File: src/rtl/delta_accumulator_pkg.sv
// Shared types and defaults for the delta accumulator: output-buffer states and widths.
package delta_accumulator_pkg;

  localparam int unsigned DefDataWidth = 64;
  localparam int unsigned DefCntWidth  = 16;

  typedef enum logic [1:0] {
    StEmpty = 2'd0,
    StOne   = 2'd1,
    StTwo   = 2'd2
  } buf_state_e;

endpackage

File: src/rtl/delta_accumulator_if.sv
// Input delta stream and output sample stream of the delta accumulator.
interface delta_accumulator_if #(
  parameter int unsigned DATAWIDTH = 64,
  parameter int unsigned CNTWIDTH  = 16
);

  logic                 in_valid;
  logic                 in_ready;
  logic                 in_first;
  logic [DATAWIDTH-1:0] in_delta;
  logic                 out_valid;
  logic                 out_ready;
  logic [DATAWIDTH-1:0] out_sample;
  logic                 out_first;
  logic [CNTWIDTH-1:0]  sample_count;
  logic                 err_nofirst;

  modport master (
    output in_valid, in_first, in_delta, out_ready,
    input  in_ready, out_valid, out_sample, out_first, sample_count, err_nofirst
  );

  modport slave (
    input  in_valid, in_first, in_delta, out_ready,
    output in_ready, out_valid, out_sample, out_first, sample_count, err_nofirst
  );

endinterface

File: src/rtl/delta_accumulator_add.sv
// Combinational wrapping adder, companion to the differencing subtractor.
module delta_accumulator_add #(
  parameter int unsigned DATAWIDTH = 64
) (
  input  logic [DATAWIDTH-1:0] a,
  input  logic [DATAWIDTH-1:0] b,
  output logic [DATAWIDTH-1:0] sum
);

  assign sum = a + b;

endmodule

File: src/rtl/delta_accumulator.sv
// Rebuilds absolute samples from a delta stream; 1-cycle latency, 2-entry skid output buffer.
module delta_accumulator
  import delta_accumulator_pkg::*;
#(
  parameter int unsigned DATAWIDTH = DefDataWidth,
  parameter int unsigned CNTWIDTH  = DefCntWidth
) (
  input logic                Clk,
  input logic                Rst,
  delta_accumulator_if.slave bus
);

  buf_state_e           state_q;
  logic [DATAWIDTH-1:0] acc_q;
  logic [CNTWIDTH-1:0]  cnt_q;
  logic                 seen_first_q;
  logic                 err_q;
  logic                 out_valid_q;
  logic [DATAWIDTH-1:0] main_sample_q, skid_sample_q;
  logic                 main_first_q, skid_first_q;
  logic [CNTWIDTH-1:0]  main_cnt_q, skid_cnt_q;

  logic [DATAWIDTH-1:0] sum;
  logic [DATAWIDTH-1:0] acc_d;
  logic [CNTWIDTH-1:0]  cnt_d;
  logic                 accept;
  logic                 consume;

  delta_accumulator_add #(
    .DATAWIDTH(DATAWIDTH)
  ) u_add (
    .a  (acc_q),
    .b  (bus.in_delta),
    .sum(sum)
  );

  // in_ready depends only on state, never on out_ready.
  assign bus.in_ready = (state_q != StTwo) & ~Rst;
  assign accept       = bus.in_valid & bus.in_ready;
  assign consume      = out_valid_q & bus.out_ready;

  always_comb begin
    acc_d = sum;
    cnt_d = cnt_q + 1'b1;
    if (bus.in_first) begin
      acc_d = bus.in_delta;
      cnt_d = '0;
    end
  end

  always_ff @(posedge Clk) begin
    if (Rst) begin
      state_q       <= StEmpty;
      acc_q         <= '0;
      cnt_q         <= '0;
      seen_first_q  <= 1'b0;
      err_q         <= 1'b0;
      out_valid_q   <= 1'b0;
      main_sample_q <= '0;
      main_first_q  <= 1'b0;
      main_cnt_q    <= '0;
      skid_sample_q <= '0;
      skid_first_q  <= 1'b0;
      skid_cnt_q    <= '0;
    end else begin
      if (accept) begin
        acc_q <= acc_d;
        cnt_q <= cnt_d;
        if (bus.in_first) begin
          seen_first_q <= 1'b1;
        end else if (!seen_first_q) begin
          err_q <= 1'b1;
        end
      end
      case (state_q)
        StEmpty: begin
          if (accept) begin
            main_sample_q <= acc_d;
            main_first_q  <= bus.in_first;
            main_cnt_q    <= cnt_d;
            out_valid_q   <= 1'b1;
            state_q       <= StOne;
          end
        end
        StOne: begin
          if (accept && consume) begin
            main_sample_q <= acc_d;
            main_first_q  <= bus.in_first;
            main_cnt_q    <= cnt_d;
          end else if (consume) begin
            out_valid_q <= 1'b0;
            state_q     <= StEmpty;
          end else if (accept) begin
            skid_sample_q <= acc_d;
            skid_first_q  <= bus.in_first;
            skid_cnt_q    <= cnt_d;
            state_q       <= StTwo;
          end
        end
        StTwo: begin
          if (consume) begin
            main_sample_q <= skid_sample_q;
            main_first_q  <= skid_first_q;
            main_cnt_q    <= skid_cnt_q;
            state_q       <= StOne;
          end
        end
        default: begin
          out_valid_q <= 1'b0;
          state_q     <= StEmpty;
        end
      endcase
    end
  end

  assign bus.out_valid    = out_valid_q;
  assign bus.out_sample   = main_sample_q;
  assign bus.out_first    = main_first_q;
  assign bus.sample_count = main_cnt_q;
  assign bus.err_nofirst  = err_q;

endmodule

File: src/flat_wrapper.sv
// flat-port wrapper written by rule: the top's interface ports become plain ports
module delta_accumulator_flat import delta_accumulator_pkg::*;
#(
  parameter int unsigned DATAWIDTH = DefDataWidth,
  parameter int unsigned CNTWIDTH  = DefCntWidth
)
  (Clk, Rst, bus_in_valid, bus_in_first, bus_in_delta, bus_out_ready, bus_in_ready, bus_out_valid, bus_out_sample, bus_out_first, bus_sample_count, bus_err_nofirst);
  delta_accumulator_if #(.DATAWIDTH(DATAWIDTH), .CNTWIDTH(CNTWIDTH)) bus_i ();
  input logic Clk;
  input logic Rst;
  input wire logic [$bits(bus_i.in_valid)-1:0] bus_in_valid;
  input wire logic [$bits(bus_i.in_first)-1:0] bus_in_first;
  input wire logic [$bits(bus_i.in_delta)-1:0] bus_in_delta;
  input wire logic [$bits(bus_i.out_ready)-1:0] bus_out_ready;
  output wire logic [$bits(bus_i.in_ready)-1:0] bus_in_ready;
  output wire logic [$bits(bus_i.out_valid)-1:0] bus_out_valid;
  output wire logic [$bits(bus_i.out_sample)-1:0] bus_out_sample;
  output wire logic [$bits(bus_i.out_first)-1:0] bus_out_first;
  output wire logic [$bits(bus_i.sample_count)-1:0] bus_sample_count;
  output wire logic [$bits(bus_i.err_nofirst)-1:0] bus_err_nofirst;
  assign bus_i.in_valid = bus_in_valid;
  assign bus_i.in_first = bus_in_first;
  assign bus_i.in_delta = bus_in_delta;
  assign bus_i.out_ready = bus_out_ready;
  assign bus_in_ready = bus_i.in_ready;
  assign bus_out_valid = bus_i.out_valid;
  assign bus_out_sample = bus_i.out_sample;
  assign bus_out_first = bus_i.out_first;
  assign bus_sample_count = bus_i.sample_count;
  assign bus_err_nofirst = bus_i.err_nofirst;
  delta_accumulator #(.DATAWIDTH(DATAWIDTH), .CNTWIDTH(CNTWIDTH)) u_core (.Clk(Clk), .Rst(Rst), .bus(bus_i));
endmodule
File: config.mk
export PLATFORM = sky130hd
export DESIGN_NAME = delta_accumulator_flat
export DESIGN_NICKNAME = d
export VERILOG_FILES = /design/src/rtl/delta_accumulator_pkg.sv /design/src/rtl/delta_accumulator_if.sv /design/src/rtl/delta_accumulator_add.sv /design/src/rtl/delta_accumulator.sv /design/src/flat_wrapper.sv
export SDC_FILE = /design/constraint.sdc
export NUM_CORES = 1
export LEC_CHECK = 0
export ABC_CLOCK_PERIOD_IN_PS = 3400
export BUFFER_PORTS_ARGS = -buffer_cell sky130_fd_sc_hd__buf_2
export CAP_MARGIN = 20
export CORE_ASPECT_RATIO = 1.2
export CORE_MARGIN = 2
export CORE_UTILIZATION = 35
export CTS_BUF_LIST = sky130_fd_sc_hd__clkbuf_2
export CTS_CLUSTER_DIAMETER = 100
export DETAILED_ROUTE_END_ITERATION = 10
export GPL_TIMING_DRIVEN = 0
export SLEW_MARGIN = 10
export SYNTH_ARGS = -nofsm -noshare
export SYNTH_HDL_FRONTEND = slang
export SYNTH_HIERARCHICAL = 1
export SYNTH_SLANG_ARGS = --single-unit
File: constraint.sdc
create_clock -name Clk -period 3.4 [get_ports Clk]
set_input_delay 0.68 -clock Clk [delete_from_list [all_inputs] [get_ports Clk]]
set_output_delay 0.68 -clock Clk [all_outputs]
set_load 0.02 [all_outputs]
## Word level (Yosys, flattened, before mapping)

Index checks and enable logic that the tools add are counted.
Widths: inputs -> output; s select.

| operators by class | value |
|---|---|
| $add $sub $neg | 2 |
| equal/unequal tests | 9 |
| mux-type cells | 24 |
| bitwise logic cells | 9 |
| reductions and logical operators | 9 |

Operators by type and width:

| cell | count |
|---|---|
| $mux 64 | 4 |
| $pmux 64 s3 | 1 |
| $add 64x64->64 | 1 |
| $mux 16 | 4 |
| $pmux 16 s3 | 1 |
| $add 16x1->16 const B | 1 |
| $reduce_and 4->1 | 4 |
| $mux 2 | 5 |
| $ne 2x1->1 const B | 4 |
| $mux 1 | 6 |
| $not 1->1 | 6 |
| $pmux 1 s3 | 2 |
| $pmux 2 s3 | 1 |
| $ne 2x2->1 const B | 2 |
| $and 1x1->1 | 3 |
| $ne 3x1->1 const B | 1 |
| $reduce_and 3->1 | 1 |
| $reduce_bool 3->1 | 1 |
| $eq 2x1->1 const B | 1 |
| $eq 2x2->1 const B | 1 |
| $logic_not 2->1 | 1 |
| $reduce_and 2->1 | 1 |
| $logic_and 1x1->1 | 1 |

| word-level totals | value |
|---|---|
| flip-flop bits (word level) | 247 |
| output and inout bits | 84 |
| word-level logic and storage cells | 65 |

## Logic depth before layout (Yosys ltp)

| depth | value |
|---|---|
| depth after elaboration | 7 |
| gate-level depth with buffers | 15 |

## Hierarchy

The synthesis kept the hierarchy.

By module, submodules not included:

| module | instances | cells an instance | area each (µm²) | sequential area each (µm²) |
|---|---|---|---|---|
| delta_accumulator | 1 | 1188 | 10500.1 | 4944.7 |
| delta_accumulator_add | 1 | 571 | 3867.5 | 0.0 |

## Least setup slack after synthesis

No wires, ideal clock.

| timing path | value |
|---|---|
| path kind | in2reg |
| from | in bus_in_delta[0] |
| to | reg u_core.main_sample_q[60], in the netlist u_core/bus.out_sample[60] |
| library setup time | 0.132 ns |
| arrival time | 3.502 ns |
| required time | 3.268 ns |
| setup slack | -0.234 ns |
| stages | 15 |
| path buffers | 0 |
| cells stage by stage | ha_1 -> fa_1 -> a21o_1 -> a221o_1 -> o211ai_2 -> nand2_2 -> a2111oi_4 -> nor2_1 -> a211o_1 -> a221oi_2 -> xnor2_1 -> mux2i_1 -> nand2_1 -> o221ai_1 -> a21oi_1 |

| on the way | value |
|---|---|
| cells in the longest elaborated chain, start to end | 4 |
| elaborated cells between the ends (all ways) | 5 |
| those cells by class | 1 x add/sub; 4 x mux |

RTL lines:

| what | RTL line | RTL |
|---|---|---|
| from (decl) | flat_wrapper.sv:13 | `input wire logic [$bits(bus_i.in_delta)-1:0] bus_in_delta;` |
| $add 64x64->64 (*) | delta_accumulator_add.sv:10 | `assign sum = a + b;` |
| named net u_core.sum[60] | delta_accumulator.sv:23 | `logic [DATAWIDTH-1:0] sum;` |
| $mux 64 (*) | delta_accumulator.sv:45 | `if (bus.in_first) begin` |
| $mux 64, on equally long branches | delta_accumulator.sv:86, delta_accumulator.sv:77 |  |
| $pmux 64 s3 (*) | delta_accumulator.sv:75 | `case (state_q)` |
| to (signal assigned) | delta_accumulator.sv:102 | `main_sample_q <= skid_sample_q;` |
| to (decl) | delta_accumulator.sv:19 | `logic [DATAWIDTH-1:0] main_sample_q, skid_sample_q;` |

The timed path passes the listed nets; every way through them passes the cells marked *. The select of a mux whose other input is x is not followed.
A chain may end at the register's enable or synchronous reset.

## Final worst setup path

| timing path | value |
|---|---|
| from | reg u_core.acc_q[0] |
| to | reg u_core.main_sample_q[60], in the netlist u_core/bus.out_sample[60] |

| on the way | value |
|---|---|
| cells in the longest elaborated chain, start to end | 4 |
| elaborated cells between the ends (all ways) | 5 |
| those cells by class | 1 x add/sub; 4 x mux |

RTL lines:

| what | RTL line | RTL |
|---|---|---|
| from (decl) | delta_accumulator.sv:14 | `logic [DATAWIDTH-1:0] acc_q;` |
| from (signal assigned) | delta_accumulator.sv:54 | `acc_q <= '0;` |
| from (signal assigned) | delta_accumulator.sv:67 | `acc_q <= acc_d;` |
| $add 64x64->64 (*) | delta_accumulator_add.sv:10 |  |
| named net u_core.sum[60] | delta_accumulator.sv:23 |  |
| $mux 64 (*) | delta_accumulator.sv:45 |  |
| $mux 64, on equally long branches | delta_accumulator.sv:86, delta_accumulator.sv:77 |  |
| $pmux 64 s3 (*) | delta_accumulator.sv:75 |  |

Marks and branches as above.

==> metrics list <==
- The flow ran to the end, but the final reports show violations.
- The final reports fail on setup timing.
* Mean Syn Cell Area: 8.17 sq um
* DR WL/cell: 19.5 um
- During I/O placement, the number of pins put on the boundary was 153.
- Share of cells above drive strength 1: 21.8%
- Clock root buffer: clkbuf_2
* Period Utilization, post-route: 104%
- Cell-internal power: 4.73 mW
* Largest net degree at the start of global routing: 11
- The number of hold-slack violations in the final timing report was 0.
* Share of total power in the clock network: 26.1%
- Unrepaired setup endpoints after global routing: true
* Share of flip-flops with an asynchronous set or reset after synthesis: 0%
* Final core utilization: 42.2%
- Summing every instance area after synthesis gives 0.0144 sq mm.
* Detailed Routing Iterations Pass 1: 5
- Required time reported for the critical path endpoint: 4.16 ns
- Worst Setup End Kind: flip-flop
- Registers are responsible for 42.3% of the overall power.
- Input and output buffers added on the ports amount to 151.
- EDFF count, synth: 0
- The number of nets handed over by synthesis was 1893.
- The congestion estimate from routability-driven global placement came to 0.921.
- Reg-to-Reg Start: u_core/acc_q[0]
- TritonCTS built the clock tree.
* Worst Setup Slack post-DPL: -0.931 ns
- GRT Residual Overflow: 0
- The critical path goes through ha_4 > fa_2 > a21o_1 > a221o_1 > o211ai_2 > nand2_2 > a2111oi_4 > nor2_2 > a211o_1 > a221oi_2 > xnor2_1 > mux2i_2 > nand2_1 > o221ai_2 > a21oi_1.
- Kind of start point of the critical path: flip-flop
- Critical R2R Capture: u_core/bus.out_sample[60]
* Vias in the first global route: 14141
- The longest clock path from root to sink contains 3 buffers.
* Starting Density: 35.4%
- Total Power Consumption: 7.56 mW
* Instance area after placement: 0.0158 sq mm
- Top fanout value on the critical path: 2
* Setup Total Neg Slack: -0.564 ns
* Num rows: 81
- Detail Placement HPWL: 37500 um
* Count of yosys warnings during synthesis: 6
* Post-Route Hold Slack: 0.164 ns
- Clock latency on the worst-skew pair: 0.92 ns
- In this design, the largest share of critical-path delay is due to compound AO/OA/AOI/OAI gates.
- Clock skew: 0.0577 ns
* Peak Freq: 0.282 GHz
- Post-route antenna net violation count: 0
- Power dissipated by switching net loads: 2.83 mW
- Gate count after technology mapping: 1759
- Measured along the x axis, the die boundary spans 189 um.
- Max-slew violation count: 0
- Worst slew slack as a fraction of its limit: 29.4%
* Die outline height: 226 um
- Setup crit start: u_core/acc_q[0]
* Total number of nets in the final design: 2144
- LEAKAGE: 6.91 nW
- For this block, the routed nets add up to 50500 um of wire.
- The worst-case IR drop observed on VDD is 0.192 mV.
- Following the worst setup path forward leads to its endpoint at u_core/bus.out_sample[60].
* Global-route wire length before repair: 76900 um
* Switching part of the total power: 37.4%
* Fraction of the yosys area taken by sequential cells: 34.4%
- For the worst flop-to-flop path, the logic depth is 15.
- The largest individual stage delay along the critical path comes from the cell a2111oi_4.
- Global routing used 23.0% of the available tracks.
* Delay contributed by the slowest stage of the critical path: 0.43 ns
- The finished layout holds 2591 standard cells, fillers aside.
* Vias/cell: 5.63
* Crit Path Category: flip-flop to flip-flop
- In this run the standard cell core region covers 0.0406 sq mm.
* Number of distinct standard cells referenced by the synthesized netlist: 75
* FF-to-FF setup slack: -0.14 ns
- In this run the number of cells on the critical path is 15.
- TritonCTS sink count: 247
- At the pin with the least slew margin, the transition time is 1.06 ns.
- The critical path contains buffers and inverters numbering 0 combined.
- Setup violations remaining at the end of the flow were counted as 10.
- Final critical-path required period: 3.54 ns
* Layout area overhead: 19.4%
- Worst Path Arrival: 4.30 ns
- DRC errors left: 0
* Final worst setup slack: -0.145 ns
- The routed layout has 14585 vias.
* Max-capacitance violation count: 0
- Yosys reg bits: 247
- The initial antenna violation count was 2.
- The min-delay analysis places its worst path in the category primary input to flip-flop.
* Placed cell count: 2449
* CTS H-Tree Depth: 3
- TritonCTS created 66 clock buffers.
- Final design instance area without fill: 0.0172 sq mm
- The die covers 0.0427 sq mm.
- 1st-iter DRT viols: 1038
- After clock tree synthesis, the clock-pin slew on the worst setup and hold paths is 0.10 ns.
- Comb power frac: 31.6%
- In the synthesized netlist the dominant register cell turns out to be dfxtp_1.
- Power per Cell Area: 441 mW/mm^2
## cell usage after synthesis, types with 3 or more instances
cell | n | area [sq um]
dfxtp_1 | 247 | 4940
nand2_1 | 163 | 612
nor2_1 | 146 | 548
a21oi_1 | 143 | 716
a211oi_1 | 106 | 796
clkbuf_1 | 99 | 372
nand3_1 | 91 | 455
mux2i_1 | 72 | 721
o21ai_0 | 72 | 360
o221ai_1 | 65 | 569
ha_1 | 64 | 801
nor3_1 | 50 | 250
xnor2_1 | 45 | 394
buf_2 | 43 | 215
nand3b_1 | 41 | 308
a21o_1 | 29 | 218
xor2_1 | 27 | 236
nand4_1 | 26 | 163
o21bai_1 | 23 | 173
inv_1 | 22 | 82.6
a311oi_1 | 15 | 131
a31oi_1 | 12 | 75.1
nor2b_1 | 12 | 75.1
buf_1 | 11 | 41.3
o21ai_1 | 11 | 55.1
and3_1 | 9 | 56.3
nand2b_1 | 9 | 56.3
nor4_1 | 8 | 50.1
o21a_1 | 8 | 60.1
o2bb2ai_1 | 8 | 70.1
nor3b_1 | 6 | 45.0
o211ai_1 | 6 | 45.0
or3_1 | 6 | 37.5
and2_1 | 4 | 25.0
o32ai_1 | 4 | 35.0
and4_1 | 3 | 26.3
o21ba_2 | 3 | 30.0
o31a_1 | 3 | 26.3
## worst reg2reg max path, cell delays in order, from the launching register on
cell	delay, ns
dfxtp_2	0.35
ha_4	0.16
fa_2	0.33
a21o_1	0.20
a221o_1	0.34
o211ai_2	0.16
nand2_2	0.12
a2111oi_4	0.43
nor2_2	0.09
a211o_1	0.32
a221oi_2	0.28
xnor2_1	0.12
mux2i_2	0.23
nand2_1	0.10
o221ai_2	0.08
a21oi_1	0.09
## worst min path at each step
stage	start	to	slack (ns)	depth (start not counted)
floorplan	u_core/skid_cnt_q[10]	u_core/skid_cnt_q[10]	0.43	1
global placement	u_core/skid_cnt_q[11]	u_core/skid_cnt_q[11]	0.45	1
detailed placement	u_core/skid_cnt_q[13]	u_core/skid_cnt_q[13]	0.45	1
CTS	bus_in_delta[25]	u_core/acc_q[25]	0.04	3
global route	bus_in_delta[25]	u_core/acc_q[25]	0.1	3
finish	bus_in_delta[2]	u_core/acc_q[2]	0.16	3
## state kept, by name, indices dropped and copies added, names as in the netlist
register,count
u_core/bus.sample_count,16
u_core/skid_first_q,1
u_core/bus.out_first,1
u_core/bus.out_valid,1
u_core/skid_cnt_q,16
u_core/acc_q,64
u_core/bus.out_sample,64
u_core/skid_sample_q,64
u_core/seen_first_q,1
u_core/state_q,2
u_core/cnt_q,16
u_core/bus.err_nofirst,1
## power by group through the flow
stage | clock network (mW) | logic (mW) | registers, mW
6_report | 1.98 | 2.39 | 3.20
5_1_grt | 2.20 | 2.60 | 3.22
4_1_cts | 2.05 | 2.23 | 3.19
3_5_place_dp | 0 | 2.13 | 3.26
3_3_place_gp | 0 | 2.10 | 3.25
2_1_floorplan | 0 | 1.42 | 3.34
## layer usage
metal  part of all wire [%]  global-route usage (%)
met3                    5.3                    3.51
met5                      0                       0
met1                     42                    28.0
met4                    4.2                    12.1
met2                     48                    39.1
## final cells by class
class                      count  area, sq um
antenna                        1         2.50
buffer                       143          602
clock buffer                  93          465
clock inverter                16         62.6
fill                        4226        23500
inverter                      22         82.6
multi-input combinational   1335         9230
sequential                   247         4950
tap                          539          674
timing repair buffer         195         1090
## cells in the final DEF (no fill, tap or decap), types with 49 or more instances in the layout
cell type	instances
clkbuf_2	96
dfxtp_1	245
ha_1	59
o221ai_1	49
clkbuf_1	84
nor3_1	50
a211oi_1	95
buf_2	194
nand2_1	163
o21ai_0	70
nand3_1	91
mux2i_1	58
nor2_1	144
a21oi_1	137
## cell families (layout without fill, tap and decap cells)
kind of cell             count (synthesis)  in the layout  share of synthesized area [%]
adder cells (fa/ha/maj)                 65             65                           5.71
multiplexers                            72             72                           5.02
XOR/XNOR                                72             72                           4.39
flip-flops                             247            247                           34.4
other                                    0              1                              0
buffers and inverters                  177            469                           5.05
AND/OR/NAND/NOR                        583            583                           19.4
AO/OA/AOI/OAI                          543            543                           26.0
## timing repair
action | in CTS | in global routing
endpoints found under the setup margin | 51 | 51
resized for setup | 34 | 69
setup buffers | 17 | 26
hold buffers | 1 | 0
pin swaps | 10 | 52
hold endpoints to repair | 1 | 0
No activity file was read; power rests on OpenSTA's default activity.
